File: config.mk
export PLATFORM = sky130hd
export DESIGN_NAME = processor_mem_stream_writer
export DESIGN_NICKNAME = d
export VERILOG_FILES = /design/src/rtl/processor_mem_stream_writer.sv
export SDC_FILE = /design/constraint.sdc
export NUM_CORES = 1
export LEC_CHECK = 0
export CORE_MARGIN = 10
export CORE_UTILIZATION = 50
export DETAILED_ROUTE_END_ITERATION = 8
export PLACE_DENSITY = 0.83
export SETUP_SLACK_MARGIN = 0.1
export SYNTH_ARGS = -nofsm -noshare
export SYNTH_HDL_FRONTEND = slang
export SYNTH_SLANG_ARGS = --single-unit
File: constraint.sdc
create_clock -name clk -period 2.15 [get_ports clk]
set_clock_uncertainty 0.05 [all_clocks]
set_input_delay 0.5375 -clock clk [delete_from_list [all_inputs] [get_ports clk]]
set_output_delay 0.5375 -clock clk [all_outputs]
set_load 0.02 [all_outputs]
File: src/rtl/processor_mem_stream_writer.sv
// processor_mem_stream_writer
//   Packs an incoming byte stream (valid/ready) into little-endian 32-bit words
//   and writes them to a single-port memory, starting at a programmed base
//   address and wrapping at DEPTH. A transfer ends after num_words words or
//   early on flush (any partial word is written with only its filled lanes).
//
// Ports
//   clk, reset_n                 clock, asynchronous active-low reset
//   start, base_addr, num_words  transfer request, sampled only in IDLE
//   flush                        end transfer early (honoured only in FILL)
//   in_data, in_valid, in_ready  byte stream handshake
//   mem_*                        memory write port, driven only in WRITE
//   busy, done, err              status: active transfer, completion pulse,
//                                rejected-start pulse
//   words_written                words written in current/last transfer
module processor_mem_stream_writer #(
  parameter int unsigned DEPTH  = 5120,
  parameter int unsigned ADDR_W = 13
) (
  input  logic              clk,
  input  logic              reset_n,
  input  logic              start,
  input  logic [ADDR_W-1:0] base_addr,
  input  logic [ADDR_W-1:0] num_words,
  input  logic              flush,
  input  logic [7:0]        in_data,
  input  logic              in_valid,
  output logic              in_ready,
  output logic [ADDR_W-1:0] mem_address,
  output logic [3:0]        mem_byteenable,
  output logic              mem_chipselect,
  output logic              mem_write,
  output logic [31:0]       mem_writedata,
  output logic              busy,
  output logic              done,
  output logic              err,
  output logic [ADDR_W-1:0] words_written
);

  localparam logic [ADDR_W-1:0] LAST_ADDR = ADDR_W'(DEPTH - 1);

  typedef enum logic [1:0] {
    IDLE  = 2'd0,
    FILL  = 2'd1,
    WRITE = 2'd2,
    DONE  = 2'd3
  } state_t;

  state_t            state_q, state_d;
  logic [ADDR_W-1:0] addr_q, addr_d;
  logic [ADDR_W-1:0] num_q, num_d;
  logic [ADDR_W-1:0] words_q, words_d;
  logic [31:0]       word_q, word_d;
  logic [2:0]        cnt_q, cnt_d;
  logic              flush_pend_q, flush_pend_d;
  logic              err_q, err_d;

  always_ff @(posedge clk or negedge reset_n) begin
    if (!reset_n) begin
      state_q      <= IDLE;
      addr_q       <= '0;
      num_q        <= '0;
      words_q      <= '0;
      word_q       <= '0;
      cnt_q        <= '0;
      flush_pend_q <= 1'b0;
      err_q        <= 1'b0;
    end else begin
      state_q      <= state_d;
      addr_q       <= addr_d;
      num_q        <= num_d;
      words_q      <= words_d;
      word_q       <= word_d;
      cnt_q        <= cnt_d;
      flush_pend_q <= flush_pend_d;
      err_q        <= err_d;
    end
  end

  always_comb begin
    state_d        = state_q;
    addr_d         = addr_q;
    num_d          = num_q;
    words_d        = words_q;
    word_d         = word_q;
    cnt_d          = cnt_q;
    flush_pend_d   = flush_pend_q;
    err_d          = 1'b0;
    in_ready       = 1'b0;
    busy           = 1'b1;
    done           = 1'b0;
    mem_address    = '0;
    mem_byteenable = '0;
    mem_chipselect = 1'b0;
    mem_write      = 1'b0;
    mem_writedata  = '0;

    unique case (state_q)
      IDLE: begin
        busy = 1'b0;
        if (start) begin
          if (base_addr > LAST_ADDR) begin
            err_d = 1'b1;
          end else if (num_words == '0) begin
            words_d = '0;
            state_d = DONE;
          end else begin
            addr_d  = base_addr;
            num_d   = num_words;
            words_d = '0;
            cnt_d   = '0;
            word_d  = '0;
            state_d = FILL;
          end
        end
      end

      FILL: begin
        in_ready = 1'b1;
        if (in_valid) begin
          word_d[{cnt_q[1:0], 3'b000} +: 8] = in_data;
          cnt_d = cnt_q + 3'd1;
        end
        // A flush that arrives with a byte still includes that byte.
        if (flush && (in_valid || cnt_q != 3'd0)) begin
          flush_pend_d = 1'b1;
          state_d      = WRITE;
        end else if (flush) begin
          state_d = DONE;
        end else if (in_valid && cnt_q == 3'd3) begin
          state_d = WRITE;
        end
      end

      WRITE: begin
        mem_chipselect = 1'b1;
        mem_write      = 1'b1;
        mem_address    = addr_q;
        mem_writedata  = word_q;
        case (cnt_q)
          3'd1:    mem_byteenable = 4'b0001;
          3'd2:    mem_byteenable = 4'b0011;
          3'd3:    mem_byteenable = 4'b0111;
          default: mem_byteenable = 4'b1111;
        endcase
        words_d = words_q + 1'b1;
        addr_d  = (addr_q == LAST_ADDR) ? '0 : addr_q + 1'b1;
        word_d  = '0;
        cnt_d   = '0;
        if (flush_pend_q || (words_q + 1'b1) == num_q) begin
          state_d = DONE;
        end else begin
          state_d = FILL;
        end
      end

      DONE: begin
        done         = 1'b1;
        flush_pend_d = 1'b0;
        state_d      = IDLE;
      end

      default: state_d = IDLE;
    endcase
  end

  assign err           = err_q;
  assign words_written = words_q;

endmodule

[Word level (Yosys, flattened, before mapping)]
Index checks and enable logic that the tools add are counted.
Operators by class
  $add $sub $neg: 4
  $lt $le $gt $ge: 1
  equal/unequal tests: 14
  shifts and indexed selects: 2
  mux-type cells: 40
  bitwise logic cells: 2
  reduce and logical (&&, ||, !) cells: 16
Operator list (count)
  32-bit 2-to-1 mux: 5
  32-bit case mux with 3 select lines: 1
  13-bit 2-to-1 mux: 7
  13-bit case mux with 2 select lines: 2
  32-bit bitwise mux: 1
  8-bit by 7-bit variable shift with 32-bit output, first input constant: 1
  8-bit by 7-bit variable part select with 32-bit output: 1
  13-bit by 1-bit adder with 13-bit output, second input constant: 2
  2-bit 2-to-1 mux: 7
  13-bit equality test: 1
  13-bit equality test, second input constant: 1
  13-bit greater-than comparator, second input constant: 1
  13-bit zero test: 1
  3-bit 2-to-1 mux: 4
  4-bit case mux with 3 select lines: 1
  2-bit != test, second input constant: 5
  3-bit case mux with 3 select lines: 1
  1-bit 2-to-1 mux: 8
  2-bit case mux with 4 select lines: 1
  4-bit AND reduction: 2
  5-bit negator with 7-bit output: 1
  3-bit by 2-bit equality test with 1-bit output, second input constant: 2
  3-bit AND reduction: 2
  3-bit nonzero test: 2
  other kinds (14): 19
Storage, ports and cells
  bits in registers: 78
  input bits: 39
  output and inout port bits: 68
  logic and storage cells: 87

[Depth between registers and ports, before layout]
  word-level depth: 6
  depth in mapped cells: 10
  depth with buffers taken out: 8

[Least setup slack after synthesis]
OpenSTA, ideal clock, no wires.
  path type: reg2out
  start: register state_q[0]
  end: output port mem_byteenable[3]
  arrival time: 1.635 ns
  data required time: 1.562 ns
  setup slack: -0.072 ns
  cell stages (with the launch flop): 7
  path buffers: 3
  cells stage by stage: dfrtp_1 buf_4 inv_1 nand2_1 clkbuf_1 clkbuf_1 nor3_1
On the way
  word-level cells in the longest chain between the ends: 2
Ends and longest elaborated chain
  start: declaration: line 49  | state_t state_q, state_d;
  start signal: assignment: line 69  | state_q <= state_d;
  2-bit equality test: line 98  | unique case (state_q)
  4-bit 2-to-1 mux: line 98
  end: declaration: line 30  | output logic [3:0] mem_byteenable,
No other way between the ends.

[Final worst setup path]
  start: register cnt_q[1]
  end: output port mem_byteenable[2]
On the way
  word-level cells in the longest chain between the ends: 3
  elaborated cells between the ends (all ways): 5
  classes of those cells: eq/ne: 3; mux: 2
Ends and longest elaborated chain
  start: declaration: line 54  | logic [2:0] cnt_q, cnt_d;
  start signal: assignment: line 74  | cnt_q <= cnt_d;
  3-bit by 2-bit equality test with 1-bit output / 3-bit by 1-bit equality test with 1-bit output (equally long branches): line 140  | case (cnt_q)
  4-bit case mux with 3 select lines *: line 140
  4-bit 2-to-1 mux *: line 98
Mark *: on every way between the ends. The rest lies on a longest branch, timed or not.

==> out/results.txt <==
Synth Warn # - 0
DP Cell Count - 773
worst path required time - 1.56 ns
drt first pass iters - 5
hold crit path type - input port to async pin
antenna viol nets, final - 0
number of port buffers - 106
NetSw - 3.10 mW
Top FF cell, synth - dfrtp_1
initial antenna violation count - 0
Buf/Inv on CP - 2
critical path's top delay family - flip-flops
RSZ-0062 raised after global routing - true
# diodes - 0
CTS root buf - clkbuf_8
CTS tree - built
Die X - 115 µm
Worst Tran Pin Value - 0.525 ns
fin crit share - 1.04
Layout Cells excl Fill - 810
Vias - 4867
Fill cells - 619
Die Y - 115 µm
VDD IR max - 0.700 mV
final setup violating endpoints - 3
Avg Vias per Cell - 6.01
Core ar. - 0.00876 mm²
vias in the first global route - 4656
status - finished, violations left
first-pass GRT wire length - 23800 µm
Mapped Avg Cell Area - 8.38 µm²
synthesized cell area - 0.00451 mm²
Final Hold Violating Endpoints - 0
max_slew headroom - 0.647
htree depth - 3
f_max - 447 MHz
final-report max-slew violation count - 0
drt total wl - 15900 µm
crit path DAT - 1.65 ns
post-synth cell types - 57
DRC - 0
area leader, netlist - dfrtp_1
pwr dens - 1130 mW/mm²
Comb power frac - 0.527
syn nets - 586
Post-synth ARST share - 1.00
Post-synth EDFFs - 0
slowest CP cell - dfrtp_1
Hold Buf Count CTS - 0
CTS max path bufs - 2
crit-path max FO - 3
final worst slack - -0.0871 ns
DP HPWL - 10700 µm
area post-placement - 0.00598 mm²
Top Ports - 107
max cap viols - 0
minimum clock period - 2.24 ns
CP Launch Type - register
Die Area - 0.0132 mm²
pin count of the biggest net entering global routing - 36
Pleak - 3.08 nW
Clk Latency, worst-skew pair - 0.35 ns
Sw Ratio - 0.423
Synth Register Bits - 78
Total GRT Usage - 0.219
DR WL/cell - 19.7 µm
Reg power frac - 0.308
leading cell types in the layout, fill and taps excluded - nand2_1, buf_4, dfrtp_1
initial core utilization - 0.514
commonest non-fill, non-tap cell in the layout - nand2_1
CP Cell Sequence - ha_2, ha_4, buf_6, nor3_4, nor2_1, buf_4
Seq/Total Area, Yosys - 0.433
max incr delay on CP - 0.41 ns
Layout Nets - 746
Synth top area share - 0.433
# clock sinks - 78
Mapped Cells - 538
Synth area leaders - dfrtp_1, nand2_1, o21ai_0
total gr overflow - 0
total CTS buffers - 9
kind of critical path - register to primary output
Critical Path Sink Type - primary output
DR iter-0 viols - 398
Clock power frac - 0.165
Cell Int Power - 4.23 mW
layout cells sized above 1 - 0.298
num rows - 34
fin area - 0.00651 mm²
Reg clk slew, reported paths - 0.08 ns
RePlAce Congestion - 0.868
Area growth syn-to-layout - 44.4%
failing checks - setup timing
==> cells in the mapped netlist (all sizes together) (2+ instances only) <==
master,instances
nor4,5
nor3b,2
xnor2,7
and3,41
ha,9
a21oi,20
nor4b,2
a22oi,2
nand4,5
xor2,7
buf,20
inv,21
o2bb2ai,3
or2,2
o21ai,78
clkbuf,13
o31ai,2
nand2,105
a32oi,4
nand3,11
nor2b,2
nor3,11
dfrtp,78
a31oi,3
o22ai,10
nor2,36
mux2,12
and4,6
a21o,2
==> flip-flops by register name, indices dropped and copies added (netlist names) <==
signal / count
words_written: 13
num_q: 13
flush_pend_q: 1
addr_q: 13
cnt_q: 3
err: 1
state_q: 2
word_q: 32
==> stage by stage <==
step	power (mW)	setup TNS (ns)	hold WS, ns	util	worst slack, ns
after global routing	7.72	-0.482	0.0811	0.742	-0.172
after CTS	6.74	-0.126	0.0700	0.702	-0.0983
final	7.33	-0.189	0.0615	0.742	-0.0871
after floorplan	4.06	0	0.192	-	0.0895
after global placement	5.17	-29.16	0.408	0.682	-0.536
after detailed placement	5.30	-33.10	0.414	0.682	-0.634
==> power by group through the flow <==
| stage | Sequential [mW] | Clock, mW | Combinational (mW) |
|---|---|---|---|
| final | 2.26 | 1.21 | 3.86 |
| after global routing | 2.29 | 1.28 | 4.15 |
| after CTS | 2.22 | 1.21 | 3.31 |
| after detailed placement | 2.25 | 0 | 3.05 |
| after global placement | 2.23 | 0 | 2.95 |
| after floorplan | 2.16 | 0 | 1.89 |
==> logic make-up (layout without fill, tap and decap cells) <==
family	Yosys count	in the layout	synth area share
AO/OA/AOI/OAI	135	135	0.176
XOR/XNOR	14	14	0.0272
adder cells (fa/ha/maj)	9	9	0.0250
buffers and inverters	55	219	0.0533
flip-flops	78	78	0.433
multiplexers	13	13	0.0322
AND/OR/NAND/NOR	234	234	0.253
==> metal layers <==
layer  share of wire  GRT usage
met1            0.41      0.281
met2            0.50      0.357
met3           0.069     0.0396
met4           0.028     0.0866
met5               0          0
==> worst paths after layout <==
kind                                          end          from  slack (ns)  depth (start not counted)
worst max register to register         state_q[1]      cnt_q[1]        0.11                         11
min in group clk                         num_q[4]  num_words[4]        0.42                          2
worst min register to register          word_q[5]     word_q[5]        0.43                          2
worst min-delay path                   word_q[18]       reset_n        0.06                          1
worst max-delay path            mem_byteenable[2]      cnt_q[1]       -0.09                          6
max in group asynchronous               addr_q[0]       reset_n        1.36                          2
==> layout make-up <==
class	instances	area, µm²	share of cell area
clock buffers	10	128	0.0196
well taps	108	135	0.0208
flip-flops and latches	78	1950	0.300
multi-input cells	405	2570	0.395
repair buffers	182	1550	0.238
clock inverters	5	85.1	0.0131
inverters	22	90.1	0.0138
==> worst reg2reg max path, stage by stage, from the launching register on <==
cell and delay [ns]:
dfrtp_1 0.41, ha_2 0.21, ha_4 0.18, buf_4 0.13, buf_4 0.12, a21o_1 0.18, buf_4 0.15, nand2_2 0.07
o21ai_0 0.08, nand2_1 0.09, a21oi_2 0.06, a41o_1 0.20
==> timing repair <==
item,in CTS,in global routing
setup endpoints to repair,126,71
gates resized for setup,283,96
buffers inserted,8,9
pin swaps,8,15
cloned,3,2
Power figures use the tool's default switching activity.
